===== src/rtl/tsu_pkg.sv =====
// Shared types for the tsu info stream: the info beat, receiver lock states and the marker timestamp entry.
// No logic here beyond a saturating counter helper.
// Used by both ends of the stream; the receiver imports it whole.
package tsu_pkg;

    localparam int PHASE_B_WIDTH   = 32;
    localparam int FCLK_DIV_BITS   = 3;
    localparam int TSU_EPOCH_WIDTH = 16;

    localparam int                       TSU_LOCK_CNT_DEF   = 3;
    localparam logic [PHASE_B_WIDTH-1:0] TSU_PHASE_STEP_DEF = 32'h0000_0100;

    typedef struct packed {
        logic                     marker_v;
        logic [PHASE_B_WIDTH-1:0] phase_b;
    } info;

    typedef enum logic [1:0] {
        UNLOCKED = 2'd0,
        LOCKING  = 2'd1,
        LOCKED   = 2'd2
    } rx_state_e;

    typedef struct packed {
        logic [TSU_EPOCH_WIDTH-1:0] epoch;
        logic [PHASE_B_WIDTH-1:0]   phase;
    } ts_entry;

    function automatic logic [7:0] sat_inc8(input logic [7:0] v);
        return (v == 8'hFF) ? v : v + 8'd1;
    endfunction

endpackage


===== src/rtl/tsu_ts_fifo.sv =====
// Synchronous FIFO of marker timestamp entries; DEPTH must be a power of two.
// Latency: a push into an empty FIFO is visible at the head one clock later.
// Backpressure: push while full is ignored unless a pop happens in the same cycle.
module tsu_ts_fifo
    import tsu_pkg::*;
#(
    parameter int DEPTH = 4
) (
    input  logic    clk,
    input  logic    rst_n,
    input  logic    push,
    input  ts_entry push_dat,
    input  logic    pop,
    output ts_entry head_dat,
    output logic    empty,
    output logic    full
);

    localparam int AW = $clog2(DEPTH);

    ts_entry         mem_q [DEPTH];
    logic [AW-1:0]   wr_ptr_q;
    logic [AW-1:0]   rd_ptr_q;
    logic [AW:0]     count_q;
    logic            do_push;
    logic            do_pop;

    assign empty    = (count_q == '0);
    assign full     = (count_q == (AW+1)'(DEPTH));
    assign do_pop   = pop && !empty;
    assign do_push  = push && (!full || do_pop);
    assign head_dat = mem_q[rd_ptr_q];

    always_ff @(posedge clk or negedge rst_n) begin
        if (!rst_n) begin
            for (int i = 0; i < DEPTH; i++) mem_q[i] <= '0;
            wr_ptr_q <= '0;
            rd_ptr_q <= '0;
            count_q  <= '0;
        end else begin
            if (do_push) begin
                mem_q[wr_ptr_q] <= push_dat;
                wr_ptr_q        <= wr_ptr_q + AW'(1);
            end
            if (do_pop) rd_ptr_q <= rd_ptr_q + AW'(1);
            case ({do_push, do_pop})
                2'b10:   count_q <= count_q + (AW+1)'(1);
                2'b01:   count_q <= count_q - (AW+1)'(1);
                default: count_q <= count_q;
            endcase
        end
    end

endmodule


===== src/rtl/tsu_info_rx.sv =====
// Info stream receiver: cadence lock, epoch extension of phase_b, marker timestamps queued for PTP logic.
// Latency: a marker on beat cycle N shows at the ts port on N+1 when the queue is empty.
// Backpressure: ts port is valid/ready; markers arriving with the queue full are dropped and counted. Optional step check: TSU_INFO_RX_STEP_CHK_EN.
module tsu_info_rx
    import tsu_pkg::*;
#(
    parameter int EPOCH_WIDTH = TSU_EPOCH_WIDTH,
    parameter int FIFO_DEPTH  = 4,
    parameter int LOCK_CNT    = TSU_LOCK_CNT_DEF
`ifdef TSU_INFO_RX_STEP_CHK_EN
    ,
    parameter logic [PHASE_B_WIDTH-1:0] PHASE_STEP = TSU_PHASE_STEP_DEF
`endif
) (
    input  logic                     clk,
    input  logic                     rst_n,
    input  logic                     in_v,
    input  info                      in_info,
    output logic                     ts_v,
    input  logic                     ts_rdy,
    output logic [EPOCH_WIDTH-1:0]   ts_epoch,
    output logic [PHASE_B_WIDTH-1:0] ts_phase,
    output logic                     lock,
    output logic [7:0]               drop_cnt,
    output logic [7:0]               step_err_cnt
);

    localparam logic [FCLK_DIV_BITS-1:0] DIV_MAX = '1;

    rx_state_e                state_q, state_d;
    logic [FCLK_DIV_BITS-1:0] div_cnt_q, div_cnt_d;
    logic [3:0]               good_cnt_q, good_cnt_d;
    logic [EPOCH_WIDTH-1:0]   epoch_q, epoch_d;
    logic [PHASE_B_WIDTH-1:0] last_phase_q, last_phase_d;
    logic [7:0]               drop_cnt_q;

    logic    spacing_ok;
    logic    spacing_fault;
    logic    step_err_evt;
    logic    push;
    logic    pop;
    logic    fifo_full;
    logic    fifo_empty;
    ts_entry push_dat;
    ts_entry head_dat;

    // div_cnt saturates so a missed beat stays visible as a fault until the next in_v.
    always_comb begin
        div_cnt_d = div_cnt_q;
        if (in_v)                     div_cnt_d = '0;
        else if (div_cnt_q != DIV_MAX) div_cnt_d = div_cnt_q + FCLK_DIV_BITS'(1);
    end

    assign spacing_ok    = in_v && (div_cnt_q == DIV_MAX);
    assign spacing_fault = (in_v && (div_cnt_q != DIV_MAX)) || (!in_v && (div_cnt_q == DIV_MAX));

`ifdef TSU_INFO_RX_STEP_CHK_EN
    logic [7:0] step_err_q;

    assign step_err_evt = spacing_ok && (state_q != UNLOCKED) &&
                          (in_info.phase_b != last_phase_q + PHASE_STEP);
    assign step_err_cnt = step_err_q;

    always_ff @(posedge clk or negedge rst_n) begin
        if (!rst_n)            step_err_q <= '0;
        else if (step_err_evt) step_err_q <= sat_inc8(step_err_q);
    end
`else
    assign step_err_evt = 1'b0;
    assign step_err_cnt = '0;
`endif

    always_comb begin
        state_d      = state_q;
        good_cnt_d   = good_cnt_q;
        epoch_d      = epoch_q;
        last_phase_d = last_phase_q;
        push         = 1'b0;
        case (state_q)
            UNLOCKED: begin
                if (in_v) begin
                    state_d      = LOCKING;
                    good_cnt_d   = '0;
                    epoch_d      = '0;
                    last_phase_d = in_info.phase_b;
                end
            end
            LOCKING: begin
                if (spacing_fault || step_err_evt) begin
                    state_d = UNLOCKED;
                end else if (spacing_ok) begin
                    good_cnt_d   = good_cnt_q + 4'd1;
                    last_phase_d = in_info.phase_b;
                    if (good_cnt_d == 4'(LOCK_CNT)) state_d = LOCKED;
                end
            end
            LOCKED: begin
                if (spacing_fault || step_err_evt) begin
                    state_d = UNLOCKED;
                end else if (spacing_ok) begin
                    if (in_info.phase_b < last_phase_q) epoch_d = epoch_q + EPOCH_WIDTH'(1);
                    last_phase_d = in_info.phase_b;
                    push         = in_info.marker_v;
                end
            end
            default: state_d = UNLOCKED;
        endcase
    end

    // The pushed epoch already includes a wrap detected on this very beat.
    assign push_dat = '{epoch: TSU_EPOCH_WIDTH'(epoch_d), phase: in_info.phase_b};
    assign pop      = ts_v && ts_rdy;

    always_ff @(posedge clk or negedge rst_n) begin
        if (!rst_n) begin
            state_q      <= UNLOCKED;
            div_cnt_q    <= '0;
            good_cnt_q   <= '0;
            epoch_q      <= '0;
            last_phase_q <= '0;
            drop_cnt_q   <= '0;
        end else begin
            state_q      <= state_d;
            div_cnt_q    <= div_cnt_d;
            good_cnt_q   <= good_cnt_d;
            epoch_q      <= epoch_d;
            last_phase_q <= last_phase_d;
            if (push && fifo_full && !pop) drop_cnt_q <= sat_inc8(drop_cnt_q);
        end
    end

    tsu_ts_fifo #(
        .DEPTH (FIFO_DEPTH)
    ) u_fifo (
        .clk      (clk),
        .rst_n    (rst_n),
        .push     (push),
        .push_dat (push_dat),
        .pop      (pop),
        .head_dat (head_dat),
        .empty    (fifo_empty),
        .full     (fifo_full)
    );

    assign ts_v     = !fifo_empty;
    assign ts_epoch = EPOCH_WIDTH'(head_dat.epoch);
    assign ts_phase = head_dat.phase;
    assign lock     = (state_q == LOCKED);
    assign drop_cnt = drop_cnt_q;

endmodule


===== config.mk =====
export PLATFORM = sky130hd
export DESIGN_NAME = tsu_info_rx
export DESIGN_NICKNAME = d
export VERILOG_FILES = /design/src/rtl/tsu_pkg.sv /design/src/rtl/tsu_ts_fifo.sv /design/src/rtl/tsu_info_rx.sv
export SDC_FILE = /design/constraint.sdc
export NUM_CORES = 1
export LEC_CHECK = 0
export CORE_ASPECT_RATIO = 1.1
export CORE_MARGIN = 4
export CORE_UTILIZATION = 55
export CTS_CLUSTER_DIAMETER = 120
export DETAILED_ROUTE_END_ITERATION = 6
export PLACE_DENSITY = 0.76
export SYNTH_ARGS = -nofsm -noshare
export SYNTH_HDL_FRONTEND = slang
export SYNTH_HIERARCHICAL = 1
export SYNTH_SLANG_ARGS = --single-unit

===== constraint.sdc =====
create_clock -name clk -period 9.4 [get_ports clk]
set_clock_uncertainty 0.05 [all_clocks]
set_input_delay 1.41 -clock clk [delete_from_list [all_inputs] [get_ports clk]]
set_output_delay 1.41 -clock clk [all_outputs]
set_load 0.01 [all_outputs]

==> metrics <==
status finished, final reports clean; layout net count 1107; DRC viols 0; Routability Congestion between 0.7 and 0.8; mapped cell area 12900 sq um; post-DP HPWL about 16000 um; leakage around 0.0071 uW; cts repair resizes 0; top_reg_cell synth dfrtp_1; GRT Overall Usage 20.2%; CP Class primary input to register; max capacitance violation total 0; hold path startpoint div_cnt_q[2]; Post-Synth Adder-Cell Area under 10%; ys async rst share 100%; Seq cells post-synth around 260; Antenna Cells 0; hold-fix buffers at CTS 0; hold slack final around 0.44 ns; Vias/cell roughly 5.7; Synth Area in Compound Gates slightly below 5%; Setup Viol. Count Final 0; Max-slew headroom 29.8%; CP arrival ~5.2 ns; clock sink total ~260; share of layout cells above drive strength 1 slightly below 30%; crit path max fanout 12; synth unique cells 55; Detailed Route WL around 26000 um; clock power share about a third; Post-synth EDFFs 0; via count roughly 7600; post-synthesis mux area share ~28%; RSZ-0062 raised after global routing false; clk root buf clkbuf_16; reg2reg start div_cnt_q[0]; Hold WC Path Type register to register; simple-gate share of the synthesized area 5.87%; die height 169 um; CTS tree built; final period utilization between 50% and 60%; core area around 23000 sq um; Yosys top cell area share between 50% and 60%; top cells by area, synth dfrtp_1 (51%), mux2_2 (10%), mux2_4 (9.3%), mux4_2 (8.4%), ha_1 (4.6%); Die W 154 um; clock-pin slew on the worst setup and hold paths about 0.06 ns; WL/cell between 15 and 20 um; DR pass1 iterations 4; Psw 957 uW; placement row count 58; Slew Limit Fails 0; TritonCTS Buffers 28; Setup TNS 0 ns; Worst Setup SP in_v; initial antenna violation count 0; Worst setup SP type primary input; H-tree depth 1; Yosys Warn Count 6; CTS Buffer Depth 3; synthesized area per cell ~14 sq um; maximum vdd drop 0.000156 V; Worst Max-Slew Pin Slew 1.05 ns; Sw Ratio between 30% and 40%; Final Util between 60% and 70%; internal power approximately 2200 uW; grt total ovfl 0; gate count of the mapped netlist a little over 900; CP Capture Type register; die area between 20000 and 30000 sq um; Initial Utilization a little under three fifths; Port Buffer Count 94; largest net degree at the start of global routing roughly 170; Iteration-0 DRC Markers 438; combinational power share roughly 22%; IO Pins between 100 and 150; area delta synth->final 15.5%; number of post-CTS setup repair buffers 0; minimum clock period between 4 and 5 ns; post-synth top area cell dfrtp_1; Pwr per Cell Area around 210 nW/um^2; Routed Antenna Nets 0; most common cell after layout, fill and taps aside dfrtp_1; Worst EP required 9.78 ns; first-pass GRT wire length 43200 um; leading cell types in the layout, fill and taps excluded dfrtp_1 (262), mux2_2 (117), clkdlybuf4s50_1 (93); Max Freq around 0.21 GHz; xor and xnor fraction of the mapped netlist area approximately 1.0%; sequential area share after synthesis between 50% and 60%; Reg power frac between 40% and 50%; worst skew pair latency roughly 0.54 ns; largest family of logic cells by synthesized area multiplexers; vias in the first global route a little over 8000; Fin. Hold Viols 0
==> synth_stat cells (all sizes together), types with 6 or more instances <==
master  number
and3         7
mux4        48
inv         47
nor2        13
a21oi       27
nand2b       6
xnor2        7
o21ai       46
a211o        6
ha          48
mux2       197
buf         38
nand3        9
dfrtp      264
nand2       81
clkbuf      14
and4b        6
xor2         8
nand4        8
==> cell families (layout without fill, tap and decap cells) <==
logic type	after synthesis	after routing
simple gates	149	149
mux	250	250
compound gates	106	106
fa+ha+maj	49	49
other cells	1	8
flops	264	264
buf+inv	99	195
xor+xnor	15	15
==> final timing paths <==
check / endpoint / slack [ns] / depth (start not counted)
worst max register to register: u_fifo/mem_q[137] / 5.33 / 11
worst min-delay path: div_cnt_q[2] / 0.44 / 2
min in group asynchronous: good_cnt_q[3] / 0.86 / 1
worst min register to register: div_cnt_q[2] / 0.44 / 2
worst max-delay path: u_fifo/mem_q[137] / 4.57 / 10
max in group asynchronous: u_fifo/rd_ptr_q[0] / 7.05 / 2
==> critical path, stage by stage <==
cell and delay (ns):
clkdlybuf4s50_1 0.54, inv_1 0.13, ha_1 0.32, nand2b_1 0.26
a2111oi_0 0.73, nand2_1 0.19, a211oi_2 0.77, nor2_1 0.10
or3_1 0.46, mux2_4 0.29
==> power by group through the flow <==
| stage | Sequential (uW) | Combinational (uW) | Clock (uW) |
|---|---|---|---|
| floorplan | 1290 | 579 | 0 |
| global placement | 1380 | 676 | 0 |
| detailed placement | 1390 | 697 | 0 |
| CTS | 1370 | 704 | 1090 |
| global route | 1380 | 794 | 1140 |
| finish | 1360 | 692 | 1070 |
==> flip-flops by register name, summed over array words and instances, names as in the netlist <==
name,flops
div_cnt_q,3
drop_cnt,8
epoch_q,16
good_cnt_q,4
last_phase_q,32
state_q,2
u_fifo/count_q,3
u_fifo/mem_q,192
u_fifo/rd_ptr_q,2
u_fifo/wr_ptr_q,2
==> cell type report <==
class	count	area [sq um]
Tap cell	300	375
Multi-Input combinational cell	577	5860
Sequential cell	264	6610
Clock buffer	39	823
Timing Repair Buffer	103	1030
Inverter	47	176
Fill cell	1644	8070
Clock inverter	6	57.6
==> per-stage QoR <==
step | power (uW) | cell area, sq um | worst slack (ns) | cells
6_report | 3120 | 14900 | 4.57 | 1336
5_1_grt | 3310 | 14900 | 4.30 | 1336
4_1_cts | 3160 | 14900 | 4.63 | 1336
3_5_place_dp | 2080 | 14100 | 4.06 | 1291
3_3_place_gp | 2060 | 14100 | 4.19 | 1291
2_1_floorplan | 1870 | 13000 | 5.57 | 940
==> routing by layer <==
metal | GRT usage (%) | wire length (um) | vias up | share of wire, %
met2 | 32.6 | 12200 | 110 | 48
li1 | - | - | 3510 | -
met3 | 3.55 | 1100 | 35 | 4.3
met5 | 0 | 0 | - | 0
met4 | 4.49 | 425 | 0 | 1.7
met1 | 29.0 | 11900 | 3898 | 46
Power figures use the tool's default switching activity.
